<file path="src/rtl/game_pkg.sv">
// Shared game-flow types and port-width helpers for the controller, renderer and score blocks.
// Latency: n/a (types and constant functions only).
// Backpressure: n/a.
package game_pkg;

   typedef enum logic [2:0] {
      ATTRACT  = 3'd0,
      PLAY     = 3'd1,
      RESPAWN  = 3'd2,
      LEVEL_UP = 3'd3,
      WIN      = 3'd4,
      GAMEOVER = 3'd5
   } game_state_t;

   // Width of a counter that must hold 0..max_lives inclusive.
   function automatic int lives_w(input int max_lives);
      return $clog2(max_lives + 1);
   endfunction

   // Width of a zero-based wave index; a single-level build still gets one bit.
   function automatic int level_w(input int n_levels);
      return (n_levels > 1) ? $clog2(n_levels) : 1;
   endfunction

endpackage

</file>
<file path="src/rtl/game_delay_timer.sv">
// Dwell up-counter: runs while clr_i is low, flags done on its PAUSE_CYCLES-th cycle.
// Latency: done_o is high in the PAUSE_CYCLES-th cycle after clr_i drops; the count saturates there.
// Backpressure: none; clr_i resets the count to zero on the next edge.
// Ports: clk, reset (async active-low), clr_i (hold at zero), done_o (count reached PAUSE_CYCLES-1).
module game_delay_timer #(
   parameter int PAUSE_CYCLES = 4
) (
   input  logic clk,
   input  logic reset,
   input  logic clr_i,
   output logic done_o
);

   localparam int            TW   = $clog2(PAUSE_CYCLES + 1);
   localparam logic [TW-1:0] LAST = TW'(PAUSE_CYCLES - 1);

   logic [TW-1:0] cnt_q;
   logic [TW-1:0] cnt_d;

   always_comb begin
      cnt_d = cnt_q;
      if (clr_i) begin
         cnt_d = '0;
      end else if (cnt_q != LAST) begin
         // Saturate at LAST so a stalled consumer never sees the count wrap.
         cnt_d = cnt_q + TW'(1);
      end
   end

   always_ff @(posedge clk or negedge reset) begin
      if (!reset) begin
         cnt_q <= '0;
      end else begin
         cnt_q <= cnt_d;
      end
   end

   assign done_o = !clr_i && (cnt_q == LAST);

endmodule

</file>
<file path="src/rtl/game_ctrl_fsm.sv">
// Game-flow controller: attract/play/respawn/level-up/win/game-over, lives and level counters.
// Latency: all outputs registered; state/lives/level/pulses update on the edge sampling the condition.
// Backpressure: pause freezes PLAY (inputs ignored); dwell states ignore every input.
// Ports: clk, reset (async active-low), start, pause, player_hit, invaders_alive, invader_row in;
//        state, lives, level, freeze, wave_load, player_respawn out.
module game_ctrl_fsm
   import game_pkg::*;
#(
   parameter int N_INVADERS   = 20,
   parameter int ROW_W        = 4,
   parameter int LOSE_ROW     = 14,
   parameter int MAX_LIVES    = 3,
   parameter int N_LEVELS     = 4,
   parameter int PAUSE_CYCLES = 50_000_000
) (
   input  logic                             clk,
   input  logic                             reset,
   input  logic                             start,
   input  logic                             pause,
   input  logic                             player_hit,
   input  logic [N_INVADERS-1:0]            invaders_alive,
   input  logic [ROW_W-1:0]                 invader_row,
   output game_state_t                      state,
   output logic [lives_w(MAX_LIVES)-1:0]    lives,
   output logic [level_w(N_LEVELS)-1:0]     level,
   output logic                             freeze,
   output logic                             wave_load,
   output logic                             player_respawn
);

   localparam int            LW         = lives_w(MAX_LIVES);
   localparam int            VW         = level_w(N_LEVELS);
   localparam logic [LW-1:0] LIVES_INIT = LW'(MAX_LIVES);
   localparam logic [VW-1:0] LEVEL_LAST = VW'(N_LEVELS - 1);

   game_state_t   state_q, state_d;
   logic [LW-1:0] lives_q, lives_d;
   logic [VW-1:0] level_q, level_d;
   logic          freeze_q, freeze_d;
   logic          wave_load_q, wave_load_d;
   logic          respawn_q, respawn_d;

   logic          in_dwell;
   logic          timer_done;
   logic          row_lost;
   logic          last_level;

   // The timer is held clear outside the dwell states, so it always starts
   // from zero on the first cycle of RESPAWN or LEVEL_UP.
   assign in_dwell   = (state_q == RESPAWN) || (state_q == LEVEL_UP);
   assign row_lost   = 32'(invader_row) >= LOSE_ROW;
   assign last_level = (level_q == LEVEL_LAST);

   game_delay_timer #(
      .PAUSE_CYCLES(PAUSE_CYCLES)
   ) u_dwell (
      .clk   (clk),
      .reset (reset),
      .clr_i (!in_dwell),
      .done_o(timer_done)
   );

   always_comb begin
      state_d     = state_q;
      lives_d     = lives_q;
      level_d     = level_q;
      wave_load_d = 1'b0;
      respawn_d   = 1'b0;

      case (state_q)
         ATTRACT: begin
            if (start) begin
               state_d     = PLAY;
               lives_d     = LIVES_INIT;
               level_d     = '0;
               wave_load_d = 1'b1;
               respawn_d   = 1'b1;
            end
         end
         PLAY: begin
            // Priority: invasion, then hit, then wave clear; a hit that
            // coincides with a clear therefore wins.
            if (!pause) begin
               if (row_lost) begin
                  state_d = GAMEOVER;
               end else if (player_hit) begin
                  if (lives_q <= LW'(1)) begin
                     lives_d = '0;
                     state_d = GAMEOVER;
                  end else begin
                     lives_d = lives_q - LW'(1);
                     state_d = RESPAWN;
                  end
               end else if (invaders_alive == '0) begin
                  state_d = last_level ? WIN : LEVEL_UP;
               end
            end
         end
         RESPAWN: begin
            if (timer_done) begin
               state_d   = PLAY;
               respawn_d = 1'b1;
            end
         end
         LEVEL_UP: begin
            if (timer_done) begin
               state_d     = PLAY;
               wave_load_d = 1'b1;
               respawn_d   = 1'b1;
               if (!last_level) begin
                  level_d = level_q + VW'(1);
               end
            end
         end
         WIN, GAMEOVER: begin
            if (start) begin
               state_d = ATTRACT;
            end
         end
         default: begin
            state_d = ATTRACT;
         end
      endcase

      // Registered alongside state so freeze and state always agree; pause
      // reaches freeze one edge late.
      freeze_d = !((state_d == PLAY) && !pause);
   end

   always_ff @(posedge clk or negedge reset) begin
      if (!reset) begin
         state_q     <= ATTRACT;
         lives_q     <= '0;
         level_q     <= '0;
         freeze_q    <= 1'b1;
         wave_load_q <= 1'b0;
         respawn_q   <= 1'b0;
      end else begin
         state_q     <= state_d;
         lives_q     <= lives_d;
         level_q     <= level_d;
         freeze_q    <= freeze_d;
         wave_load_q <= wave_load_d;
         respawn_q   <= respawn_d;
      end
   end

   assign state          = state_q;
   assign lives          = lives_q;
   assign level          = level_q;
   assign freeze         = freeze_q;
   assign wave_load      = wave_load_q;
   assign player_respawn = respawn_q;

endmodule
</file>
<file path="config.mk">
export PLATFORM = sky130hd
export DESIGN_NAME = game_ctrl_fsm
export DESIGN_NICKNAME = d
export VERILOG_FILES = /design/src/rtl/game_pkg.sv /design/src/rtl/game_delay_timer.sv /design/src/rtl/game_ctrl_fsm.sv
export SDC_FILE = /design/constraint.sdc
export NUM_CORES = 1
export LEC_CHECK = 0
export BUFFER_PORTS_ARGS = -buffer_cell sky130_fd_sc_hd__buf_2
export CORE_UTILIZATION = 57
export CTS_CLUSTER_DIAMETER = 50
export DETAILED_ROUTE_END_ITERATION = 16
export PLACE_DENSITY = 0.93
export SYNTH_ARGS = -nofsm -noshare
export SYNTH_HDL_FRONTEND = slang
export SYNTH_SLANG_ARGS = --single-unit
</file>
<file path="constraint.sdc">
create_clock -name clk -period 4.4 [get_ports clk]
set_input_delay 0.44 -clock clk [delete_from_list [all_inputs] [get_ports clk]]
set_output_delay 0.44 -clock clk [all_outputs]
set_load 0.05 [all_outputs]
</file>
== After elaboration in Yosys (flattened, before gate mapping) ==
Cells that the tools add are included.

* Register bits after elaboration: 36
* Bits in latches: 0
* Memory bits (writable): 0
* Memory bits (read-only): 0
* Bits of input ports: 29
* Word-level logic and storage cells: 67
* Memories: 0

* $add $sub $neg: 3
* Multiply operators: 0
* Divide/modulo/power cells: 0
* $lt $le $gt $ge: 2
* Equality and inequality tests: 16
* Shifts and indexed selects: 0
* Multiplexer cells: 26
* Bitwise logic cells: 0
* Reductions and logical operators: 13

{| class="wikitable"
|+ Operators with widths
! operator !! number
|-
| $mux W26 || 2
|-
| $mux W3 || 9
|-
| $add A26 B1 Y26 const B || 1
|-
| $eq A26 B26 Y1 const B || 1
|-
| $ne A26 B26 Y1 const B || 1
|-
| $logic_not A20 Y1 || 1
|-
| $mux W2 || 8
|-
| $ne A2 B2 Y1 const B || 6
|-
| $pmux W3 S4 || 1
|-
| $pmux W2 S2 || 2
|-
| $eq A3 B1 Y1 const B || 2
|-
| $eq A3 B2 Y1 const B || 2
|-
| $eq A3 B3 Y1 const B || 2
|-
| $reduce_and A5 Y1 || 1
|-
| $ge A4 B4 Y1 const B || 1
|-
| $pmux W1 S2 || 2
|-
| $reduce_and A4 Y1 || 1
|-
| $reduce_bool A2 Y1 || 2
|-
| $reduce_or A2 Y1 || 2
|-
| $logic_not A3 Y1 || 1
|-
| $add A2 B1 Y2 const B || 1
|-
| $eq A2 B2 Y1 const B || 1
|-
| $le A2 B1 Y1 const B || 1
|-
| $logic_and A1 B1 Y1 || 2
|-
| other kinds (5) || 7
|}

== Logic depth before layout (Yosys ltp) ==
Gate-level depths: netlist of the first run.

* Depth in word-level cells: 10
* Mapped depth: 7

== By module ==
A second synthesis of the first run with hierarchy kept.

* Cells, all modules: 226
* Area, all modules: 2097.0 µm²

{| class="wikitable"
|+ Modules (own cells, without submodules)
! module !! instances !! cells each !! area each (µm²) !! sequential area each (µm²)
|-
| game_delay_timer || 1 || 162 || 1516.5 || 650.6
|-
| game_ctrl_fsm || 1 || 64 || 580.6 || 251.5
|}

== Worst setup path after synthesis of the first run ==
No wires, ideal clock.

* Path kind: flip-flop to flip-flop
* Start: register state_q[1] (netlist: state[1])
* End: register level_q[1] (netlist: level[1])
* Data arrival time: 1748 ps
* Path slack: 2568 ps
* Cell stages (with the launch flop): 7
* Buffers on the path: 1
* Path through: dfrtp_1 > buf_2 > nor2_1 > nand2_1 > a2111oi_0 > a22oi_1 > o21ai_0

* Longest elaborated chain between the ends: 5
* Elaborated cells between the ends (all ways): 11
* Those cells by class: eq/ne (5); mux (1); reduce/logical (5)

{| class="wikitable"
|+ Ends and longest elaborated chain
! element !! RTL line !! source
|-
| start: declaration || game_ctrl_fsm.sv:36 || <nowiki>game_state_t state_q, state_d;</nowiki>
|-
| start signal: assignment || game_ctrl_fsm.sv:139 || <nowiki>state_q <= state_d;</nowiki>
|-
| $eq A3 B2 Y1, on equally long branches || game_ctrl_fsm.sv:50, game_ctrl_fsm.sv:70 ||
|-
| $logic_or A1 B1 Y1 || game_ctrl_fsm.sv:50 || <nowiki>assign in_dwell = (state_q == RESPAWN) || (state_q == LEVEL_UP);</nowiki>
|-
| $logic_and A1 B1 Y1 || game_delay_timer.sv:38 || <nowiki>assign done_o = !clr_i && (cnt_q == LAST);</nowiki>
|-
| $ne A2 B2 Y1 (no source line) || -- ||
|-
| $reduce_and A4 Y1 (no source line) || -- ||
|-
| end signal: assignment || game_ctrl_fsm.sv:141 || <nowiki>level_q <= level_d;</nowiki>
|-
| end: declaration || game_ctrl_fsm.sv:38 || <nowiki>logic [VW-1:0] level_q, level_d;</nowiki>
|}

Several ways; a longest one is shown, not always the timed one.
A chain may end at the register's enable or synchronous reset.

== Worst setup path in the final report of the first run ==
* Start: register u_dwell.cnt_q[2]
* End: register freeze_q (netlist: freeze)

* Longest elaborated chain between the ends: 7

{| class="wikitable"
|+ Ends and longest elaborated chain
! element !! RTL line !! source
|-
| start: declaration || game_delay_timer.sv:17 || <nowiki>logic [TW-1:0] cnt_q;</nowiki>
|-
| start signal: assignment || game_delay_timer.sv:34 || <nowiki>cnt_q <= cnt_d;</nowiki>
|-
| $eq A26 B26 Y1 || game_delay_timer.sv:38 ||
|-
| $logic_and A1 B1 Y1 || game_delay_timer.sv:38 ||
|-
| $mux W3 || game_ctrl_fsm.sv:100, game_ctrl_fsm.sv:106 ||
|-
| $pmux W3 S4 || game_ctrl_fsm.sv:70 || <nowiki>case (state_q)</nowiki>
|-
| net state_d[1] || game_ctrl_fsm.sv:36 ||
|-
| $eq A3 B1 Y1 || game_ctrl_fsm.sv:127 || <nowiki>freeze_d = !((state_d == PLAY) && !pause);</nowiki>
|-
| $logic_and A1 B1 Y1 || game_ctrl_fsm.sv:127 ||
|-
| $logic_not A1 Y1 || game_ctrl_fsm.sv:127 ||
|-
| net freeze_d || game_ctrl_fsm.sv:39 || <nowiki>logic freeze_q, freeze_d;</nowiki>
|-
| end signal: assignment || game_ctrl_fsm.sv:142 || <nowiki>freeze_q <= freeze_d;</nowiki>
|-
| end: declaration || game_ctrl_fsm.sv:39 ||
|}

The timed path passes the listed nets, and every way through them passes these cells.

==> results of run 1 <==
==> worst paths after layout <==
kind,startpoint,endpoint,depth (start not counted)
worst min register to register,lives[0]$_DFFE_PN0P_,lives[0]$_DFFE_PN0P_,1
max in group asynchronous,reset,u_dwell.cnt_q[3]$_DFFE_PN0N_,1
worst max register to register,u_dwell.cnt_q[2]$_DFFE_PN0N_,freeze$_DFF_PN1_,5
worst max-delay path,u_dwell.cnt_q[2]$_DFFE_PN0N_,freeze$_DFF_PN1_,5
worst min-delay path,reset,u_dwell.cnt_q[17]$_DFFE_PN0N_,1
min in group clk,pause,freeze$_DFF_PN1_,3
==> metrics by stage <==
stage | worst slack, ps | cells
5_1_grt | 1880 | 290
2_1_floorplan | 2570 | 208
6_report | 2090 | 290
3_5_place_dp | 2150 | 282
3_3_place_gp | 2170 | 282
4_1_cts | 2120 | 290
==> power groups by stage <==
stage                     Clock, mW  Sequential [mW]  Combinational, mW
after floorplan                   0            0.519              0.149
after global placement            0            0.423              0.323
after detailed placement          0            0.426              0.329
after CTS                     0.230            0.420              0.330
after global routing          0.244            0.429              0.359
final                         0.225            0.420              0.328
==> final cells by class <==
class / instances / area, um^2
inverters: 4 / 15.0
clock inverters: 2 / 35.0
multi-input cells: 161 / 1010
clock buffers: 6 / 41.3
repair buffers: 37 / 185
well taps: 44 / 55.1
flip-flops and latches: 36 / 902
fillers: 260 / 907
==> per-layer routing <==
metal	vias up	share of wire [%]	global-route usage, %
met5	-	0	0
met4	0	0.80	8.77
met3	4	4.1	7.46
met2	32	50	40.0
met1	798	45	32.2
li1	819	-	-
==> cells in the final DEF (no fill, tap or decap), types with 2 or more instances in the layout <==
master    synthesis  final
nand3_1          11     11
xnor2_1          17     17
dfrtp_1          35     35
a21oi_1           4      4
nor2b_1           3      3
and4_1            3      3
nor2_1           30     30
nor3_1            8      8
nand2_1          15     15
and3_1            3      3
o21ai_0          11     11
nand4_1           4      4
ha_1              2      2
nor4_1           10     10
a21boi_0          2      2
mux2i_1           2      2
xor2_1            6      6
o211ai_1          5      5
clkbuf_4          0      5
buf_2             2     37
or3_1             4      4
inv_1             4      4
==> state kept, by name, indices dropped and copies added, names as in the netlist <==
register	cells
freeze	1
level	2
lives	2
player_respawn	1
state	3
u_dwell.cnt_q	26
wave_load	1
==> logic make-up (layout without fill, tap and decap cells) <==
group	Yosys count	in the layout
adders and majority gates	2	2
buffers and inverters	11	49
DFF	36	36
xor gates and xnor gates	23	23
AOI/OAI and AO/OA	30	30
and+or+nand+nor	104	104
muxes	2	2
==> critical path, cell delays in order (launching register included) <==
cell and delay [ps]:
dfrtp_1 420, and4_1 310, nand3_1 390, or3_1 650, a22o_1 300, nand4b_1 170
==> impl_metrics.csv, run 1 <==
group,metric,value,unit
synth,synthesis.area,1970,um^2
synth,synth-compound-area-share,9.66,%
sta,hold_viol,0,
power,power.internal,0.581,mW
clock_tree,cts.repair.resized,0,
detailed_routing,drc,0,
sta,finalSetupTns,0,ps
floorplan,die-area,3690,um^2
clock_tree,post-cts-setup-buffers,0,
detailed_routing,drt-total-wl,3.99,mm
flow_run,max_cap_viol_count,0,
placed_design,dpl-instance-area,2170,um^2
sta,finalMaxSlewViolations,0,
grt,grt_usage,25.0,%
setup_path,critPathRequiredTime,4670,ps
grt,grt_pass1_vias,1525,
final_layout,fin_area,2250,um^2
detailed_routing,wl_per_cell,13.8,um
power,leakage,0.959,nW
grt,grt_pass1_wl,6.72,mm
placed_design,dpl.hpwl,2.80,mm
setup_path,reg2reg_setup_slack,2090,ps
detailed_routing,firstDrtPassIters,4,
floorplan,dieHeight,60.8,um
synth,yosysSeqAreaShare,45.8,%
clock_tree,hold_buffers,0,
floorplan,coreArea,3150,um^2
clock_tree,numCtsBuffers,5,
detailed_routing,vias,1653,
clock_tree,cts_buffer_depth,2,
synth,synth_top_area_share,44.5,%
grt,antenna_found_initial,0,
clock_tree,path_clk_slew,110,ps
floorplan,die-width,60.8,um
synth,synthTopCellsByArea,"dfrtp_1 (44%), xnor2_1 (7.6%), nor2_1 (5.7%)",
final_layout,nets,276,
clock_tree,cts.sinks,36,
grt,grt_remaining_overflow,0,
sta,worst_slew_pin_slew,935,ps
synth,synth-simple-area-share,29.2,%
synth,synth_cell_types,46,
power,power_frac_comb,33.7,%
sta,rsz0062_at_grt,"no",
final_layout,fin_util,71.2,%
synth,synthFlopType,"dfrtp_1",
setup_path,arrival,2580,ps
placed_design,io_buffers,37,
sta,finalClockSkew,17.3,ps
synth,yosys_warnings,0,
power,netSwitchingFraction,40.2,%
synth,synth_mux_area_share,1.02,%
clock_tree,cts_root_buf,"clkbuf_4",
detailed_routing,antenna_left,0,
floorplan,io_pins,39,
clock_tree,clk_latency,350,ps
floorplan,num_rows,20,
final_layout,syn_to_final_growth,14.0,%
sta,clock.fmax,0.432,GHz
power,finalPower,0.973,mW
setup_path,end_kind,"flip-flop",
placed_design,place.gp.congestion,0.792,
synth,avgSynthCellArea,9.47,um^2
run_status,status,"finished clean",
synth,synth_fa_ha_area_share,1.27,%
detailed_routing,initialDrtViolationCount,111,
sta,min_period_over_period,52.6,%
synth,yosysTopAreaCell,"dfrtp_1",
synth,synthCells,208,
synth,synth_top_family_by_area,"simple AND/OR/NAND/NOR gates",
setup_path,critPathKind,"reg -> reg",
power,seq_power_share,43.2,%
power,peakVddDrop,377,uV
clock_tree,ctsHtreeMaxLevel,2,
power,p_sw,0.392,mW
hold_path,worstHoldPathType,"in -> async",
synth,synth-seq-cells,36,
setup_path,critPathLaunchType,"flip-flop",
sta,setup_viol,0,
setup_path,crit_fanout,12,
synth,yosysMostFrequentCell,"dfrtp_1",
detailed_routing,via_per_inst,5.70,
sta,slew_headroom,37.5,%
synth,synth_edf_count,0,
floorplan,initial_core_util,62.5,%
clock_tree,cts_tree,"built",
grt,grt_max_degree,37,
sta,fin_crit,2310,ps
power,power-per-cell-area,433,nW/um^2
synth,ys_top_cells_by_count,"dfrtp_1 (35), nor2_1 (30), xnor2_1 (17)",
power,power.share.clock,23.1,%
synth,synthArstFlopShare,100,%
sta,whs,150,ps
synth,synth_nets,239,
final_layout,layout-drive-gt1-share,20.7,%
final_layout,diodes,0,
synth,synth_xor_area_share,10.2,%
No activity file was read; power rests on OpenSTA's default activity.
==> inputs of run 2 (changes only) <==
--- a/config.mk
+++ b/config.mk
@@ -6,10 +6,10 @@
 export NUM_CORES = 1
 export LEC_CHECK = 0
 export BUFFER_PORTS_ARGS = -buffer_cell sky130_fd_sc_hd__buf_2
-export CORE_UTILIZATION = 57
+export CORE_UTILIZATION = 54
 export CTS_CLUSTER_DIAMETER = 50
 export DETAILED_ROUTE_END_ITERATION = 16
-export PLACE_DENSITY = 0.93
+export PLACE_DENSITY = 0.89
 export SYNTH_ARGS = -nofsm -noshare
 export SYNTH_HDL_FRONTEND = slang
 export SYNTH_SLANG_ARGS = --single-unit
==> constraint.sdc (replaced) <==
create_clock -name clk -period 2.4 [get_ports clk]
set_input_delay 0.24 -clock clk [delete_from_list [all_inputs] [get_ports clk]]
set_output_delay 0.24 -clock clk [all_outputs]
set_load 0.05 [all_outputs]
==> run 2 against run 1 <==
Net effect:
- register-to-register slack got worse by 1800 ps
- global-route usage decreased by 2.2 points
- routed wire length shrank 2.4%
- via count is 0.12% lower
- sequential power up 84%
- maximum frequency grew 10%
- critical path depth did not move
- count of clock-buffer cells in the layout increased by 1
- power up 74%
- sequential share of layout area is essentially flat
- clock power grew 36%
- first-iteration DRC count is 23% lower
- critical endpoint unchanged
- largest power group unchanged
- highest routed layer unchanged
==> impl_metrics.csv, run 2 (same netlist as run 1, synthesis figures left out) <==
group,metric,value,unit
placed_design,io_buffers,37,
hold_path,min_path_cells,4,
floorplan,io_pins,39,
detailed_routing,wl_per_cell,13.2,um
final_layout,largest_register,"u_dwell.cnt_q",
clock_tree,cts_tree,"built",
grt,grt_usage,22.7,%
grt,antenna_found_initial,0,
hold_path,min_to,"state[2]$_DFF_PN0_",
clock_tree,cts.repair.resized,0,
placed_design,dpl-instance-area,2190,um^2
sta,min_period_over_period,87.4,%
hold_path,min-delay-start,"start",
sta,clock.fmax,0.477,GHz
detailed_routing,drc,0,
clock_tree,hold_buffers,1,
final_layout,largest_reg_flops,26,
clock_tree,cts.sinks,36,
floorplan,initial_core_util,57.7,%
setup_path,timing.rr.end,"freeze$_DFF_PN1_",
placed_design,dpl.cell_count,286,
final_layout,layout_common_cells,"buf_2 (37), dfrtp_1 (35), nor2_1 (30)",
sta,slew_headroom,47.7,%
setup_path,crit_start,"u_dwell.cnt_q[8]$_DFFE_PN0N_",
setup_path,critPathKind,"reg -> reg",
grt,grt_max_degree,37,
clock_tree,numCtsBuffers,5,
sta,rsz0062_at_grt,"no",
power,leakage,0.959,nW
floorplan,die-area,3890,um^2
setup_path,end_kind,"flip-flop",
sta,whs,179,ps
setup_path,crit_fanout,9,
power,finalPower,1.69,mW
detailed_routing,initialDrtViolationCount,85,
final_layout,fin_util,65.8,%
power,power-per-cell-area,753,nW/um^2
setup_path,reg2reg_setup_slack,300,ps
clock_tree,clk_latency,340,ps
sta,fin_crit,2100,ps
final_layout,layout_commonest_cell,"buf_2",
clock_tree,path_clk_slew,100,ps
detailed_routing,via_per_inst,5.60,
detailed_routing,vias,1651,
sta,setup_viol,0,
detailed_routing,firstDrtPassIters,4,
setup_path,rr_startpoint,"u_dwell.cnt_q[8]$_DFFE_PN0N_",
placed_design,place.gp.congestion,0.797,
detailed_routing,antenna_left,0,
hold_path,worstHoldPathType,"in -> reg",
floorplan,num_rows,21,
grt,grt_pass1_wl,7.01,mm
setup_path,critPathLaunchType,"flip-flop",
final_layout,final_cells,295,
final_layout,layout-drive-gt1-share,20.9,%
sta,worst_slew_pin_slew,784,ps
floorplan,die-width,62.4,um
floorplan,dieHeight,62.4,um
placed_design,dpl.hpwl,2.80,mm
clock_tree,ctsHtreeMaxLevel,2,
power,peakVddDrop,348,uV
grt,grt_pass1_vias,1557,
floorplan,coreArea,3420,um^2
clock_tree,cts_root_buf,"clkbuf_4",
setup_path,r2r_cells,5,
final_layout,nets,279,
setup_path,critPathRequiredTime,2650,ps
sta,finalMaxSlewViolations,0,
sta,setup_slack,303,ps
sta,finalSetupTns,0,ps
final_layout,fin_area,2250,um^2
placed_design,place_ws,338,ps
setup_path,arrival,2350,ps
clock_tree,post-cts-setup-buffers,0,
flow_run,max_cap_viol_count,0,
run_status,status,"finished clean",
final_layout,syn_to_final_growth,14.1,%
final_layout,diodes,0,
sta,finalClockSkew,8.22,ps
sta,hold_viol,0,
clock_tree,cts_buffer_depth,2,
grt,grt_remaining_overflow,0,
detailed_routing,drt-total-wl,3.89,mm
[run 2: cell types whose count changed in the layout (fill, tap and decap cells not counted)]
cell / delta
buf_4: +2
bufinv_16: -1
clkbuf_1: +1
dlygate4sd3_1: +1
[run 2: final cells by class]
cell class	count	area [um^2]
clock buffer	7	45.0
clock inverter	1	5.00
fill	296	1170
inverter	4	15.0
multi-input combinational	161	1010
sequential	36	902
tap	46	57.6
timing repair buffer	40	210
[run 2: layer usage]
metal  track usage (%)  vias up  wire (um)
met4              8.72        0         58
met2              36.1       36       1860
met3              4.38        7        135
met1              31.0      779       1840
met5                 0        -          0
li1                  -      829          -
[run 2: power by group]
part | internal [mW] | switching [mW]
Combinational | 0.173 | 0.442
Sequential | 0.686 | 0.0850
Clock | 0.114 | 0.191
Total | 0.973 | 0.718
[run 2: how the worst max path moves through the flow]
stage,endpoint,depth (start not counted)
floorplan,level[1]$_DFFE_PN0P_,6
global placement,freeze$_DFF_PN1_,5
detailed placement,freeze$_DFF_PN1_,5
CTS,freeze$_DFF_PN1_,5
global route,level[1]$_DFFE_PN0P_,6
finish,freeze$_DFF_PN1_,5
[run 2: critical path, stage by stage (launching register included)]
cell	delay, ps
dfrtp_1	450
nor4b_2	340
nand4_2	210
or3_1	510
a22o_1	310
nand4b_1	180
==> inputs of run 3 (changes only) <==
--- a/config.mk
+++ b/config.mk
@@ -6,10 +6,10 @@
 export NUM_CORES = 1
 export LEC_CHECK = 0
 export BUFFER_PORTS_ARGS = -buffer_cell sky130_fd_sc_hd__buf_2
-export CORE_UTILIZATION = 54
+export CORE_UTILIZATION = 57
 export CTS_CLUSTER_DIAMETER = 50
 export DETAILED_ROUTE_END_ITERATION = 16
-export PLACE_DENSITY = 0.89
+export PLACE_DENSITY = 0.93
 export SYNTH_ARGS = -nofsm -noshare
 export SYNTH_HDL_FRONTEND = slang
 export SYNTH_SLANG_ARGS = --single-unit
==> constraint.sdc (replaced) <==
create_clock -name clk -period 2.66 [get_ports clk]
set_input_delay 0.266 -clock clk [delete_from_list [all_inputs] [get_ports clk]]
set_output_delay 0.266 -clock clk [all_outputs]
set_load 0.05 [all_outputs]
==> run 3 against run 2 <==
Net effect:
- via count is 1.3% higher
- maximum frequency is 2.2% higher
- die area is 5.1% lower
- critical path depth stayed put
- flip-flop and latch count stayed put
- non-clock buffer count is 1 lower
- power is 7.9% lower
- clock skew is 4.3 ps lower
- combinational power is 8.4% lower
- core utilization is 5.4 points higher
- global-route usage is 2.6 points higher
- critical endpoint unchanged
==> impl_metrics.csv, run 3 (same netlist as run 1, synthesis figures left out) <==
group,metric,value,unit
run_status,status,"finished clean",
setup_path,arrival,2290,ps
sta,worst_slew_pin_slew,770,ps
sta,finalClockSkew,3.94,ps
sta,fin_crit,2050,ps
setup_path,path_buf_inv,0,
power,leakage,0.958,nW
clock_tree,cts.sinks,36,
setup_path,critPathLaunchType,"flip-flop",
floorplan,dieHeight,60.8,um
sta,whs,4.38,ps
detailed_routing,vias,1672,
grt,grt_remaining_overflow,0,
clock_tree,cts_tree,"built",
hold_path,worstHoldPathType,"in -> async",
clock_tree,numCtsBuffers,5,
sta,finalMaxSlewViolations,0,
floorplan,coreArea,3150,um^2
setup_path,critPathKind,"reg -> reg",
sta,min_period_over_period,77.1,%
placed_design,place.gp.congestion,0.797,
final_layout,fill_cells,254,
clock_tree,ctsHtreeMaxLevel,2,
clock_tree,cts_buffer_depth,2,
detailed_routing,drt-total-wl,4.03,mm
final_layout,nets,278,
sta,clock.fmax,0.488,GHz
power,peakVddDrop,408,uV
final_layout,layout_common_cells,"buf_2 (37), dfrtp_1 (35), nor2_1 (30)",
setup_path,crit_chain,"nor4b_2, nand4_2, or3_1, a22o_1, nand4b_1",
sta,slew_headroom,48.6,%
final_layout,layout_commonest_cell,"buf_2",
grt,antenna_found_initial,0,
final_layout,layout-drive-gt1-share,21.0,%
clock_tree,cts_root_buf,"clkbuf_4",
clock_tree,post-cts-setup-buffers,0,
final_layout,largest_register,"u_dwell.cnt_q",
placed_design,io_buffers,37,
clock_tree,cts.repair.resized,0,
detailed_routing,wl_per_cell,13.8,um
detailed_routing,drc,0,
grt,grt_pass1_vias,1480,
setup_path,reg2reg_setup_slack,610,ps
floorplan,initial_core_util,62.5,%
clock_tree,hold_buffers,0,
detailed_routing,via_per_inst,5.73,
flow_run,max_cap_viol_count,0,
setup_path,critPathRequiredTime,2900,ps
floorplan,io_pins,39,
grt,grt_usage,25.3,%
sta,finalSetupTns,0,ps
setup_path,critPathSlowestCell,"or3_1",
floorplan,die-width,60.8,um
setup_path,end_kind,"flip-flop",
floorplan,num_rows,20,
floorplan,die-area,3690,um^2
detailed_routing,firstDrtPassIters,4,
sta,setup_viol,0,
setup_path,rr_startpoint,"u_dwell.cnt_q[7]$_DFFE_PN0N_",
grt,grt_pass1_wl,6.72,mm
clock_tree,clk_latency,320,ps
setup_path,cp_top_family,"simple AND/OR/NAND/NOR gates",
setup_path,slowest_delay,530,ps
grt,grt_max_degree,37,
setup_path,crit_fanout,9,
detailed_routing,initialDrtViolationCount,75,
sta,hold_viol,0,
clock_tree,path_clk_slew,100,ps
detailed_routing,antenna_left,0,
final_layout,largest_reg_flops,26,
final_layout,diodes,0,
final_layout,syn_to_final_growth,13.9,%
placed_design,dpl.hpwl,2.83,mm
setup_path,crit_start,"u_dwell.cnt_q[7]$_DFFE_PN0N_",
power,power-per-cell-area,694,nW/um^2
sta,rsz0062_at_grt,"no",
==> run 3: changes by cell type in the layout (fill, tap and decap cells not counted) <==
cell           change
dlygate4sd3_1      -1
clkinv_2           -1
clkbuf_8           +1
==> run 3: power breakdown <==
part | switching [mW] | total (mW) | internal [mW] | leakage (nW)
Sequential | 0.0790 | 0.698 | 0.619 | 0.486
Clock | 0.165 | 0.296 | 0.131 | 0.0326
Combinational | 0.407 | 0.564 | 0.157 | 0.440
==> run 3: through the flow <==
step | worst slack, ps | utilization (%) | power (mW) | std cells | area, um^2
5_1_grt | 401 | 71.2 | 1.66 | 292 | 2240
3_5_place_dp | 618 | 69.3 | 1.27 | 284 | 2180
2_1_floorplan | 828 | - | 1.10 | 208 | 1970
4_1_cts | 597 | 71.2 | 1.57 | 292 | 2240
6_report | 609 | 71.2 | 1.56 | 292 | 2240
3_3_place_gp | 670 | 69.3 | 1.25 | 284 | 2180
==> run 3: path summary, 6_finish.rpt <==
check,depth (start not counted),end
hold reg to reg,1,lives[0]$_DFFE_PN0P_
setup reg to reg,5,freeze$_DFF_PN1_
hold / removal,1,u_dwell.cnt_q[17]$_DFFE_PN0N_
max in group asynchronous,1,u_dwell.cnt_q[23]$_DFFE_PN0N_
setup / recovery,5,freeze$_DFF_PN1_
min in group clk,3,freeze$_DFF_PN1_
==> run 3: worst register-to-register path, stage by stage, from the launching register on <==
cell and delay (ps):
dfrtp_1 460, nor4b_2 300, nand4_2 220, or3_1 530, a22o_1 300, nand4b_1 170
==> run 3: layout make-up <==
type / count / area [um^2] / share of cell area [%]
inverters: 4 / 15.0 / 0.669
multi-input cells: 161 / 1010 / 45.1
repair buffers: 39 / 200 / 8.92
clock buffers: 8 / 58.8 / 2.62
well taps: 44 / 55.1 / 2.45
flip-flops and latches: 36 / 902 / 40.2
==> run 3: metal layers <==
layer | wire length, um | global-route usage, % | vias to the layer above
met3 | 133 | 7.68 | 2
met1 | 1900 | 33.4 | 811
met4 | 18 | 5.84 | 0
li1 | - | - | 830
met5 | 0 | 0 | -
met2 | 1980 | 41.3 | 29
